`src/rtl/alu_iterative.sv`:
```
// alu_iterative: bit-serial multiply/divide unit with architectural HI/LO/status registers.
// Optional macro ALU_ITERATIVE_EARLY_OUT_EN ends multiplies once the remaining multiplier bits are zero.
module alu_iterative #(
    parameter int DATA_W = 32,
    parameter int CNT_W  = $clog2(DATA_W) + 1
) (
    input  logic              clk,
    input  logic              rst_n,
    input  logic              start,
    input  logic              abort,
    input  logic [2:0]        op,
    input  logic [DATA_W-1:0] data1,
    input  logic [DATA_W-1:0] data2,
    output logic              busy,
    output logic              done,
    output logic [DATA_W-1:0] hi,
    output logic [DATA_W-1:0] lo,
    output logic [3:0]        status
);
    localparam int W = DATA_W;

    typedef enum logic [1:0] {IDLE, CALC, FIX} state_t;
    state_t state_reg, state_next;

    logic [CNT_W-1:0] cnt_reg;
    logic [2*W-1:0]   acc_reg;      // mul: running product; div: {remainder, dividend/quotient}
    logic [2*W-1:0]   mcand_reg;
    logic [W-1:0]     mplier_reg;   // shifting multiplier, or divisor held for the whole divide
    logic             is_div_reg, is_signed_reg, neg_q_reg, neg_r_reg;
    logic [W-1:0]     hi_reg, lo_reg;
    logic [3:0]       status_reg;
    logic             done_reg;

    logic             start_calc, start_move, a_neg, b_neg;
    logic [W-1:0]     a_mag, b_mag;
    logic [2*W-1:0]   mul_acc, div_acc, prod;
    logic [W:0]       rem_sh;
    logic [W+1:0]     trial;
    logic [W-1:0]     quo_fix, rem_fix, res_hi, res_lo;
    logic             div0, res_carry, res_over, res_sign, res_zero;

    always_comb begin
        start_calc = (state_reg == IDLE) && start && !abort && !op[2];
        start_move = (state_reg == IDLE) && start && !abort && op[2] && !op[1];
        a_neg      = op[0] && data1[W-1];
        b_neg      = op[0] && data2[W-1];
        a_mag      = a_neg ? -data1 : data1;
        b_mag      = b_neg ? -data2 : data2;
    end

    // One iteration of shift-add multiply and of restoring divide.
    always_comb begin
        mul_acc = acc_reg + (mplier_reg[0] ? mcand_reg : '0);
        rem_sh  = {acc_reg[2*W-1:W], acc_reg[W-1]};
        trial   = {1'b0, rem_sh} - {2'b00, mplier_reg};
        div_acc = trial[W+1] ? {rem_sh[W-1:0], acc_reg[W-2:0], 1'b0}
                             : {trial[W-1:0], acc_reg[W-2:0], 1'b1};
    end

    // Sign correction and flag generation applied on the FIX edge.
    always_comb begin
        prod    = neg_q_reg ? -acc_reg : acc_reg;
        div0    = (mplier_reg == '0);
        quo_fix = neg_q_reg ? -acc_reg[W-1:0] : acc_reg[W-1:0];
        rem_fix = neg_r_reg ? -acc_reg[2*W-1:W] : acc_reg[2*W-1:W];
        res_hi    = prod[2*W-1:W];
        res_lo    = prod[W-1:0];
        res_over  = is_signed_reg ? (res_hi != {W{res_lo[W-1]}}) : (res_hi != '0);
        res_carry = res_over;
        res_sign  = res_hi[W-1];
        if (is_div_reg) begin
            res_hi    = rem_fix;
            res_lo    = div0 ? '1 : quo_fix;
            res_over  = div0;
            res_carry = (rem_fix != '0);
            res_sign  = res_lo[W-1];
        end
        res_zero = (res_hi == '0) && (res_lo == '0);
    end

`ifdef ALU_ITERATIVE_EARLY_OUT_EN
    logic mul_last;
    assign mul_last = (mplier_reg[W-1:1] == '0);
`endif

    always_ff @(posedge clk or negedge rst_n) begin
        if (!rst_n) state_reg <= IDLE;
        else        state_reg <= state_next;
    end

    always_comb begin
        state_next = state_reg;
        case (state_reg)
            IDLE: if (start_calc) state_next = CALC;
            CALC: begin
                if (abort)                          state_next = IDLE;
                else if (cnt_reg == CNT_W'(1))      state_next = FIX;
`ifdef ALU_ITERATIVE_EARLY_OUT_EN
                else if (!is_div_reg && mul_last)   state_next = FIX;
`endif
            end
            FIX:     state_next = IDLE;
            default: state_next = IDLE;
        endcase
    end

    always_ff @(posedge clk or negedge rst_n) begin
        if (!rst_n) begin
            cnt_reg       <= '0;
            acc_reg       <= '0;
            mcand_reg     <= '0;
            mplier_reg    <= '0;
            is_div_reg    <= 1'b0;
            is_signed_reg <= 1'b0;
            neg_q_reg     <= 1'b0;
            neg_r_reg     <= 1'b0;
            hi_reg        <= '0;
            lo_reg        <= '0;
            status_reg    <= '0;
            done_reg      <= 1'b0;
        end else begin
            done_reg <= 1'b0;
            case (state_reg)
                IDLE: begin
                    if (start_calc) begin
                        cnt_reg       <= CNT_W'(W);
                        acc_reg       <= op[1] ? {{W{1'b0}}, a_mag} : '0;
                        mcand_reg     <= {{W{1'b0}}, a_mag};
                        mplier_reg    <= b_mag;
                        is_div_reg    <= op[1];
                        is_signed_reg <= op[0];
                        neg_q_reg     <= a_neg ^ b_neg;
                        neg_r_reg     <= a_neg;
                    end
                    if (start_move) begin
                        if (op[0]) hi_reg <= data1;
                        else       lo_reg <= data1;
                        done_reg <= 1'b1;
                    end
                end
                CALC: if (!abort) begin
                    cnt_reg <= cnt_reg - CNT_W'(1);
                    if (is_div_reg) begin
                        acc_reg <= div_acc;
                    end else begin
                        acc_reg    <= mul_acc;
                        mcand_reg  <= {mcand_reg[2*W-2:0], 1'b0};
                        mplier_reg <= {1'b0, mplier_reg[W-1:1]};
                    end
                end
                FIX: if (!abort) begin
                    hi_reg     <= res_hi;
                    lo_reg     <= res_lo;
                    status_reg <= {res_carry, res_over, res_sign, res_zero};
                    done_reg   <= 1'b1;
                end
                default: ;
            endcase
        end
    end

    assign busy   = (state_reg != IDLE);
    assign done   = done_reg;
    assign hi     = hi_reg;
    assign lo     = lo_reg;
    assign status = status_reg;
endmodule
```
`config.mk`:
```
export PLATFORM = sky130hd
export DESIGN_NAME = alu_iterative
export DESIGN_NICKNAME = d
export VERILOG_FILES = /design/src/rtl/alu_iterative.sv
export SDC_FILE = /design/constraint.sdc
export NUM_CORES = 1
export LEC_CHECK = 0
export CORE_MARGIN = 1
export CORE_UTILIZATION = 52
export DETAILED_ROUTE_END_ITERATION = 10
export HOLD_SLACK_MARGIN = 0.08
export PLACE_DENSITY = 0.75
export SYNTH_ARGS = -nofsm -noshare
export SYNTH_HDL_FRONTEND = slang
export SYNTH_SLANG_ARGS = --single-unit
```
`constraint.sdc`:
```
create_clock -name clk -period 4.1 [get_ports clk]
set_clock_uncertainty 0.1 [all_clocks]
set_input_delay 0.82 -clock clk [delete_from_list [all_inputs] [get_ports clk]]
set_output_delay 0.82 -clock clk [all_outputs]
set_load 0.01 [all_outputs]
```
==> flow_metrics.tcl <==
set metrics [dict create \
    critical-path-max-stage-delay_ns 0.55 \
    clk_latency_ns 0.64 \
    via_count 24200 \
    p_per_area_nw_per_um2 761 \
    async_flop_share 1.00 \
    use_met2 0.631 \
    die_h_um 209 \
    crit_type "reg -> reg" \
    min_period_ns 3.98 \
    n_antenna_cell 0 \
    hold_viol 0 \
    drtIter0Drc 2918 \
    crit_chain "inv_1 > ha_1 > or4b_4 > nor3_4 > nand2_2 > o41ai_4 > xnor2_1 > or3_1 > or4_1 > nor4_4 > nand4b_1 > o31ai_2" \
    fmax_mhz 251 \
    nNetsFinal 3293 \
    cp_max_fo 6 \
    cts_tree "yes" \
    grt_overflow_total 0 \
    wire_per_inst_um 24.1 \
    path_buf_inv 1 \
    cts.path.max_buffers 3 \
    crit_path_end_kind "flop" \
    die_w_um 209 \
    ys.flop_type "dfrtp_1" \
    critPathRequiredTime_ns 4.50 \
    wl_um 88600 \
    rows 75 \
    htreeDepth 1 \
    dp_hpwl_um 68800 \
    grt_pass1_wl_um 136000 \
    setup_viol 0 \
    worstPathArrival_ns 4.38 \
    met3_usage 0.0618 \
    slew_violations 0 \
    leakagePower_nw 11.3 \
    grt_max_degree 91 \
    core_area_sq_um 42000 \
    firstDrtPassIters 6 \
    relSlewSlack 0.226 \
    start_util 0.529 \
    cts.sinks 241 \
    placed_cell_area_sq_um 25200 \
    design_area_sq_um 26300 \
    postCtsHoldBufs 0 \
    synth_edf_count 0 \
    cap_violations 0 \
    use_met1 0.529 \
    top_usage_layer "met2" \
    clkTransAtPathRegs_ns 0.06 \
    rsz0062_at_grt "false" \
    drc 0 \
    area_growth_pct 18.5 \
    ys_seq_area_frac 0.271 \
    worstHoldPathType "in -> async" \
    cts_root_buffer "clkbuf_16" \
    worst-slew-pin-transition_ns 1.16 \
    grt.total_usage 0.400 \
    syn_area_sq_um 22200 \
    crit_family "simple AND/OR/NAND/NOR gates" \
    drt-vias-per-instance 6.56 \
    syn_nets 3114 \
    final_layout_size_suffix_gt1_frac 0.109 \
    syn_inst 2940 \
    startpoint_type "flop" \
    cts_buffers 30 \
    io_pins 141 \
    irDropWorstVdd_uv 754 \
    io_buffers 140 \
    synth_warnings 0 \
    final_common_cell "nand2_1" \
    cp_slowest_cell "or4b_4" \
    fin_crit_sh 0.970 \
    ys_types 91 \
    postRouteAntennaNets 0 \
    syn_avg_cell_area_sq_um 7.56 \
    gp_congestion 1.05 \
    power.total_mw 20.0 \
    synth_seq_cells 241 \
    grt_antenna_before_repair 1 \
    outcome "complete, no violations" \
    r2r_setup_slack_ns 0.12 \
    mostFrequentLayoutCells "nand2_1 (367), o21ai_0 (322), dfrtp_1 (238)" \
    dieArea_sq_um 43600 \
    grt_pass1_vias 23000 \
]
## path summary, 6_finish.rpt
path	depth (start not counted)	endpoint	startpoint
min in group clk	2	hi[19]$_DFFE_PN0P_	hi[19]$_DFFE_PN0P_
max	12	status[0]$_DFFE_PN0P_	acc_reg[1]$_DFFE_PN0P_
min	1	acc_reg[6]$_DFFE_PN0P_	rst_n
max reg2reg	12	status[0]$_DFFE_PN0P_	acc_reg[1]$_DFFE_PN0P_
min reg2reg	2	hi[19]$_DFFE_PN0P_	hi[19]$_DFFE_PN0P_
max in group asynchronous	2	hi[23]$_DFFE_PN0P_	rst_n
## area by class of cell
type,instances,area [sq um]
multi-input combinational,2406,15200
sequential,241,6030
clock buffer,39,825
tap,539,674
timing repair buffer,352,3090
inverter,88,330
fill,3789,15700
clock inverter,17,184
## per-layer routing
metal	vias up	routed length, um
li1	11000	-
met1	11600	36400
met2	1318	39100
met3	264	7900
met4	2	5150
met5	-	14
## worst reg2reg max path: stages (launching register included)
cell and delay (ns):
dfrtp_1 0.47, inv_1 0.13, ha_1 0.21, or4b_4 0.55
nor3_4 0.34, nand2_2 0.13, o41ai_4 0.23, xnor2_1 0.18
or3_1 0.35, or4_1 0.47, nor4_4 0.33, nand4b_1 0.17
o31ai_2 0.21
## repair_timing
action / CTS / global route
endpoints found under the setup margin: 1 / 17
resized for setup: 1 / 16
setup buffers: 0 / 4
pin swaps: 0 / 3
## cells by family after synthesis
group                    Yosys count  synth area share
multiplexers                      44            0.0200
XOR/XNOR                         230            0.0906
buffers and inverters            293            0.0510
AO/OA/AOI/OAI                    956             0.271
flip-flops                       241             0.271
AND/OR/NAND/NOR                 1073             0.237
adder cells (fa/ha/maj)          103            0.0586
## per-stage QoR
| stage | util | cells | setup slack, ns | setup TNS, ns | hold WS (ns) |
|---|---|---|---|---|---|
| final | 0.626 | 3682 | 0.122 | 0 | 0.0639 |
| after global routing | 0.626 | 3682 | 0.00783 | 0 | 0.133 |
| after CTS | 0.624 | 3678 | 0.0184 | 0 | 0.115 |
| after detailed placement | 0.600 | 3622 | -0.0479 | -0.0479 | 0.371 |
| after global placement | 0.600 | 3622 | 0.0355 | 0 | 0.362 |
| after floorplan | - | 2940 | 0.370 | 0 | 0.358 |
## power breakdown
group / total [mW] / internal, mW / switching [mW]
registers: 4.18 / 3.08 / 1.10
logic: 13.1 / 5.21 / 7.87
clock network: 2.78 / 1.56 / 1.23
## cell usage after synthesis (27+ instances only)
cell        n  share of area
a211oi_1   31          0.010
a21o_1     57          0.019
a21oi_1   213          0.048
and2_1     72          0.020
clkbuf_1  166          0.028
dfrtp_1   241           0.27
ha_1      101          0.057
inv_1      86          0.015
mux2i_1    40          0.018
nand2_1   368          0.062
nand3_1    69          0.016
nand4_1    48          0.014
nor2_1    228          0.038
nor3_1     74          0.017
nor4_1     48          0.014
o21a_1     27         0.0091
o21ai_0   324          0.073
o221ai_1   28          0.011
o31ai_1    34          0.011
xnor2_1   145          0.057
xor2_1     85          0.033
Note: power is estimated with default switching activity, not from simulation.
